==> src/rtl/bcd_serial_adder_if.sv <==
// Handshake bus for the digit-serial BCD add/subtract unit.
// master drives operands and consumes results; slave is the adder.
interface bcd_serial_adder_if #(parameter int DIGITS = 4);
  logic                  in_valid;
  logic                  in_ready;
  logic [4*DIGITS-1:0]   a;
  logic [4*DIGITS-1:0]   b;
  logic                  cin;
  logic                  sub;
  logic                  out_valid;
  logic                  out_ready;
  logic [4*DIGITS-1:0]   s;
  logic                  cout;
  logic                  err;

  modport master (
    output in_valid, a, b, cin, sub, out_ready,
    input  in_ready, out_valid, s, cout, err
  );

  modport slave (
    input  in_valid, a, b, cin, sub, out_ready,
    output in_ready, out_valid, s, cout, err
  );
endinterface

==> src/rtl/bcd_serial_adder.sv <==
// Digit-serial BCD adder/subtractor, one digit per clock, LSD first.
// Subtraction uses nine's complement of B with cin acting as the +1.
module bcd_serial_adder #(
  parameter int DIGITS = 4
) (
  input  logic                clk,
  input  logic                rst_n,
  bcd_serial_adder_if.slave   io
);
  localparam int W  = 4 * DIGITS;
  localparam int IW = (DIGITS > 1) ? $clog2(DIGITS) : 1;

  typedef enum logic [1:0] {IDLE, RUN, DONE} state_t;

  state_t         state;
  logic [W-1:0]   opa, opb, acc;
  logic           sub_r, carry, err_r;
  logic [IW-1:0]  idx;

  logic           in_ready, out_valid, cout, err;
  logic [W-1:0]   s;

  logic           in_err;
  logic [3:0]     b_dig, digit;
  logic [4:0]     t;
  logic           carry_nx;
  logic [W+3:0]   acc_sh;

  always_comb begin
    in_err = 1'b0;
    for (int i = 0; i < DIGITS; i++)
      if (io.a[4*i +: 4] > 4'd9 || io.b[4*i +: 4] > 4'd9) in_err = 1'b1;
  end

  // Operands shift right each RUN cycle, so the live digit is always [3:0].
  always_comb begin
    b_dig    = sub_r ? (4'd9 - opb[3:0]) : opb[3:0];
    t        = {1'b0, opa[3:0]} + {1'b0, b_dig} + {4'd0, carry};
    digit    = t[3:0];
    carry_nx = 1'b0;
    if (t > 5'd9) begin
      digit    = t[3:0] + 4'd6;
      carry_nx = 1'b1;
    end
    acc_sh = {digit, acc};
  end

  always_ff @(posedge clk) begin
    if (!rst_n) begin
      state     <= IDLE;
      in_ready  <= 1'b1;
      out_valid <= 1'b0;
      s         <= '0;
      cout      <= 1'b0;
      err       <= 1'b0;
      opa       <= '0;
      opb       <= '0;
      acc       <= '0;
      sub_r     <= 1'b0;
      carry     <= 1'b0;
      err_r     <= 1'b0;
      idx       <= '0;
    end else begin
      case (state)
        IDLE: if (io.in_valid && in_ready) begin
          opa      <= io.a;
          opb      <= io.b;
          sub_r    <= io.sub;
          carry    <= io.cin;
          err_r    <= in_err;
          idx      <= '0;
          acc      <= '0;
          in_ready <= 1'b0;
          state    <= RUN;
        end
        RUN: begin
          opa   <= opa >> 4;
          opb   <= opb >> 4;
          acc   <= acc_sh[W+3:4];
          carry <= carry_nx;
          idx   <= idx + 1'b1;
          if (idx == IW'(DIGITS - 1)) state <= DONE;
        end
        DONE: begin
          // First DONE cycle publishes the result; later cycles wait for the consumer.
          if (!out_valid) begin
            s         <= acc;
            cout      <= carry;
            err       <= err_r;
            out_valid <= 1'b1;
          end else if (io.out_ready) begin
            out_valid <= 1'b0;
            in_ready  <= 1'b1;
            state     <= IDLE;
          end
        end
        default: state <= IDLE;
      endcase
    end
  end

  assign io.in_ready  = in_ready;
  assign io.out_valid = out_valid;
  assign io.s         = s;
  assign io.cout      = cout;
  assign io.err       = err;
endmodule

==> src/flat_wrapper.sv <==
// flat-port wrapper written by rule: the top's interface ports become plain ports
module bcd_serial_adder_flat 
#(
  parameter int DIGITS = 4
)
  (clk, rst_n, io_in_valid, io_a, io_b, io_cin, io_sub, io_out_ready, io_in_ready, io_out_valid, io_s, io_cout, io_err);
  bcd_serial_adder_if #(.DIGITS(DIGITS)) io_i ();
  input  logic clk;
  input  logic rst_n;
  input wire logic [$bits(io_i.in_valid)-1:0] io_in_valid;
  input wire logic [$bits(io_i.a)-1:0] io_a;
  input wire logic [$bits(io_i.b)-1:0] io_b;
  input wire logic [$bits(io_i.cin)-1:0] io_cin;
  input wire logic [$bits(io_i.sub)-1:0] io_sub;
  input wire logic [$bits(io_i.out_ready)-1:0] io_out_ready;
  output wire logic [$bits(io_i.in_ready)-1:0] io_in_ready;
  output wire logic [$bits(io_i.out_valid)-1:0] io_out_valid;
  output wire logic [$bits(io_i.s)-1:0] io_s;
  output wire logic [$bits(io_i.cout)-1:0] io_cout;
  output wire logic [$bits(io_i.err)-1:0] io_err;
  assign io_i.in_valid = io_in_valid;
  assign io_i.a = io_a;
  assign io_i.b = io_b;
  assign io_i.cin = io_cin;
  assign io_i.sub = io_sub;
  assign io_i.out_ready = io_out_ready;
  assign io_in_ready = io_i.in_ready;
  assign io_out_valid = io_i.out_valid;
  assign io_s = io_i.s;
  assign io_cout = io_i.cout;
  assign io_err = io_i.err;
  bcd_serial_adder #(.DIGITS(DIGITS)) u_core (.clk(clk), .rst_n(rst_n), .io(io_i));
endmodule
==> config.mk <==
export PLATFORM = sky130hd
export DESIGN_NAME = bcd_serial_adder_flat
export DESIGN_NICKNAME = d
export VERILOG_FILES = /design/src/rtl/bcd_serial_adder_if.sv /design/src/rtl/bcd_serial_adder.sv /design/src/flat_wrapper.sv
export SDC_FILE = /design/constraint.sdc
export NUM_CORES = 1
export LEC_CHECK = 0
export BUFFER_PORTS_ARGS = -buffer_cell sky130_fd_sc_hd__buf_2
export CAP_MARGIN = 30
export CELL_PAD_IN_SITES_DETAIL_PLACEMENT = 2
export CELL_PAD_IN_SITES_GLOBAL_PLACEMENT = 2
export CORE_ASPECT_RATIO = 1.25
export CORE_MARGIN = 2
export CORE_UTILIZATION = 25
export CTS_BUF_LIST = sky130_fd_sc_hd__clkbuf_8
export DETAILED_ROUTE_END_ITERATION = 10
export PLACE_DENSITY = 0.66
export SLEW_MARGIN = 20
export SYNTH_ARGS = -nofsm -noshare
export SYNTH_HDL_FRONTEND = slang
export SYNTH_SLANG_ARGS = --single-unit
==> constraint.sdc <==
create_clock -name clk -period 3.1 [get_ports clk]
set_input_delay 0.31 -clock clk [delete_from_list [all_inputs] [get_ports clk]]
set_output_delay 0.31 -clock clk [all_outputs]
set_load 0.005 [all_outputs]
==> metrics.md <==
| Metric | Value |
|---|---|
| Register area | about 0.0015 mm² |
| Final count of hold timing violations | 0 |
| Status | finished, final reports clean |
| Arr. time, crit path | 3.09 ns |
| Post-Syn Area per Cell | approximately 8.5 µm² |
| Placement row count | 47 |
| Placed wire-length estimate | slightly below 7000 µm |
| Area fraction of the dominant cell type after synthesis | 44.6% |
| Most frequent cell after synthesis | nand2_1 |
| Initial antenna violation count | 0 |
| Total GRT Usage | between 10 and 15% |
| Clock Path Buffers | 2 |
| Post-Route WL | a little under 10000 µm |
| Area contributors post-synth | dfxtp_1 (45%), nand2_1 (11%), o211a_1 (7.1%) |
| Post-synth top area cell | dfxtp_1 |
| Port bufs | 57 |
| Critical Path Source Type | flip-flop |
| CTS Sinks | 75 |
| Post-Syn Nets | 441 |
| Tmin final | ~2.8 ns |
| Grt total ovfl | 0 |
| Io pins | 58 |
| Vias per cell | about 4.8 |
| First-pass GRT wire length | ~16000 µm |
| Via Count | roughly 3000 |
| Worst-margin pin slew | a little over 0.8 ns |
| Most frequent cells after synthesis | nand2_1 (101), dfxtp_1 (75), nand3_1 (35) |
| CP max FO | 5 |
| #FFs+latches synth | 75 |
| Critical path class | flip-flop to flip-flop |
| Wire length per cell | around 16 µm |
| Number of global-route vias before repair | between 3000 and 4000 |
| Die area | 0.0144 mm² |
| Fin area | roughly 0.0040 mm² |
| Netlist cell types | 38 |
| Pin count of the biggest net entering global routing | 49 |
| Number of detailed-route iterations in the first pass | 5 |
| Post-CTS setup buffer count | 0 |
| Hold buffers post-CTS | 0 |
| Cell area after synthesis | about 0.0034 mm² |
| Max Clock Freq | 351 MHz |
| Share of cells above drive strength 1 | between 10% and 20% |
| Leakage Power | ~1.8 nW |
| Number of synthesized flops with an enable pin | 0 |
| Initial Utilization | roughly a quarter |
| Hold Path Class | primary input to flip-flop |
| Die Span Y | 134 µm |
| Area of the multi-input gates | roughly 0.0017 mm² |
| Final period utilization | a little over 90% |
| Post_cts resized | 0 |
| RePlAce Congestion | around 0.7 |
| Slew HR | between 40% and 50% |
| Post-synth ARST share | 0% |
| Worst-case vdd ir drop | around 160 µV |
| P&R area growth vs syn | 18.4% |
| Worst-path clk slew | around 0.08 ns |
| Layout Utilization | 30.2% |
| Die Wd | about 110 µm |
| Final hold slack | roughly 0.19 ns |
| RSZ-0062 raised after global routing | no |
| Root buffer cell | clkbuf_8 |
| Post-DP Area | around 0.0038 mm² |
| TNS Setup | 0 ns |
| FILL cells | between 1500 and 2000 |
| Latest clock arrival within the worst-skew pair | between 0.3 and 0.4 ns |
| H-tree levels | 3 |
| Pwr dens | 567 mW/mm² |
| Residual DRC count | 0 |
| WP data required | roughly 3.4 ns |
| Placed cell count | 598 |
| Nets | about 480 |
| Crit end category | flip-flop |
| Initial drt markers | 92 |
| Cells after Synth | ~400 |
| Core area | between 0.01 and 0.015 mm² |
| Max-cap viol count | 0 |
| Dominant synthesized flop cell | dfxtp_1 |
| Antenna Nets Post-Route | 0 |
| Yosys warning count | 0 |
| Diode count | 0 |
| Final setup skew | ~0.0064 ns |
| Final cell count without fillers | 614 |
| Cts bufs inserted | 9 |
| CTS tree | yes |
| Final Max Slew Viols | 0 |
| Register area share after synthesis | roughly 45% |
| Setup violators final | 0 |
## power breakdown
group	internal (mW)	switching [mW]
clock	0.387	0.383
combinational	0.179	0.243
sequential	1.02	0.0420
## state kept, by name, summed over array words and instances, names as in the netlist, 2 cells and up
register / cells
u_core.idx: 2
u_core.acc: 16
u_core.opb: 16
u_core.state: 2
u_core.opa: 16
u_core.io.s: 16
## cells by family after synthesis
logic type | Yosys count | share of synthesized area, %
fa+ha+maj | 8 | 3.42
mux | 1 | 0.335
compound gates | 94 | 22.1
flops | 75 | 44.6
buf+inv | 36 | 4.54
simple gates | 177 | 23.9
xor+xnor | 4 | 1.04
## per-stage QoR
stage	setup WS [ns]	total power [mW]
after floorplan	0.537	1.38
after global placement	0.420	1.49
after detailed placement	0.219	1.52
after CTS	0.211	2.30
after global routing	0.0652	2.40
final	0.251	2.26
## placed cells by master (no fill, tap or decap), types with 4 or more instances in the layout
master	count
nand3_1	35
nand2_1	101
inv_1	7
nor2b_1	17
o21ai_0	10
o211a_1	24
a22oi_1	15
a21oi_1	4
a21boi_1	27
clkbuf_8	10
nor2_1	7
a21o_1	4
dfxtp_1	75
buf_2	57
ha_1	6
xnor2_1	4
buf_4	4
## layout make-up
class | count | area share [%]
timing repair buffer | 62 | 8.42
sequential | 75 | 37.7
tap | 171 | 5.37
clock buffer | 10 | 3.46
multi-input combinational | 284 | 43.1
inverter | 6 | 0.566
clock inverter | 6 | 1.41
## routing by layer
metal  global-route usage, %  vias up  routed length (µm)
met2                    25.1       53                4930
met1                    17.3     1459                4290
met4                    4.42        0                 104
li1                        -     1443                   -
met5                       0        -                   0
met3                    3.03       11                 332
## worst max-delay path: stages, from the launching register on
cell	delay, ns
dfxtp_1	0.41
xnor2_1	0.18
fa_1	0.26
inv_1	0.08
fa_1	0.46
xnor2_1	0.20
ha_1	0.27
a22oi_2	0.26
a31oi_4	0.14
nor3b_1	0.17
a311o_1	0.31
## final timing paths
kind | startpoint | end | slack, ns | cells past startpoint
min reg2reg | u_core.io.s[7]$_SDFFE_PN0P_ | u_core.io.s[7]$_SDFFE_PN0P_ | 0.46 | 2
max reg2reg | u_core.sub_r$_SDFFE_PN0P_ | u_core.acc[14]$_SDFFE_PN0P_ | 0.25 | 10
max | u_core.sub_r$_SDFFE_PN0P_ | u_core.acc[14]$_SDFFE_PN0P_ | 0.25 | 10
min | io_a[12] | u_core.opa[12]$_SDFFE_PN0P_ | 0.19 | 3
(Power assumes the default switching activity.)
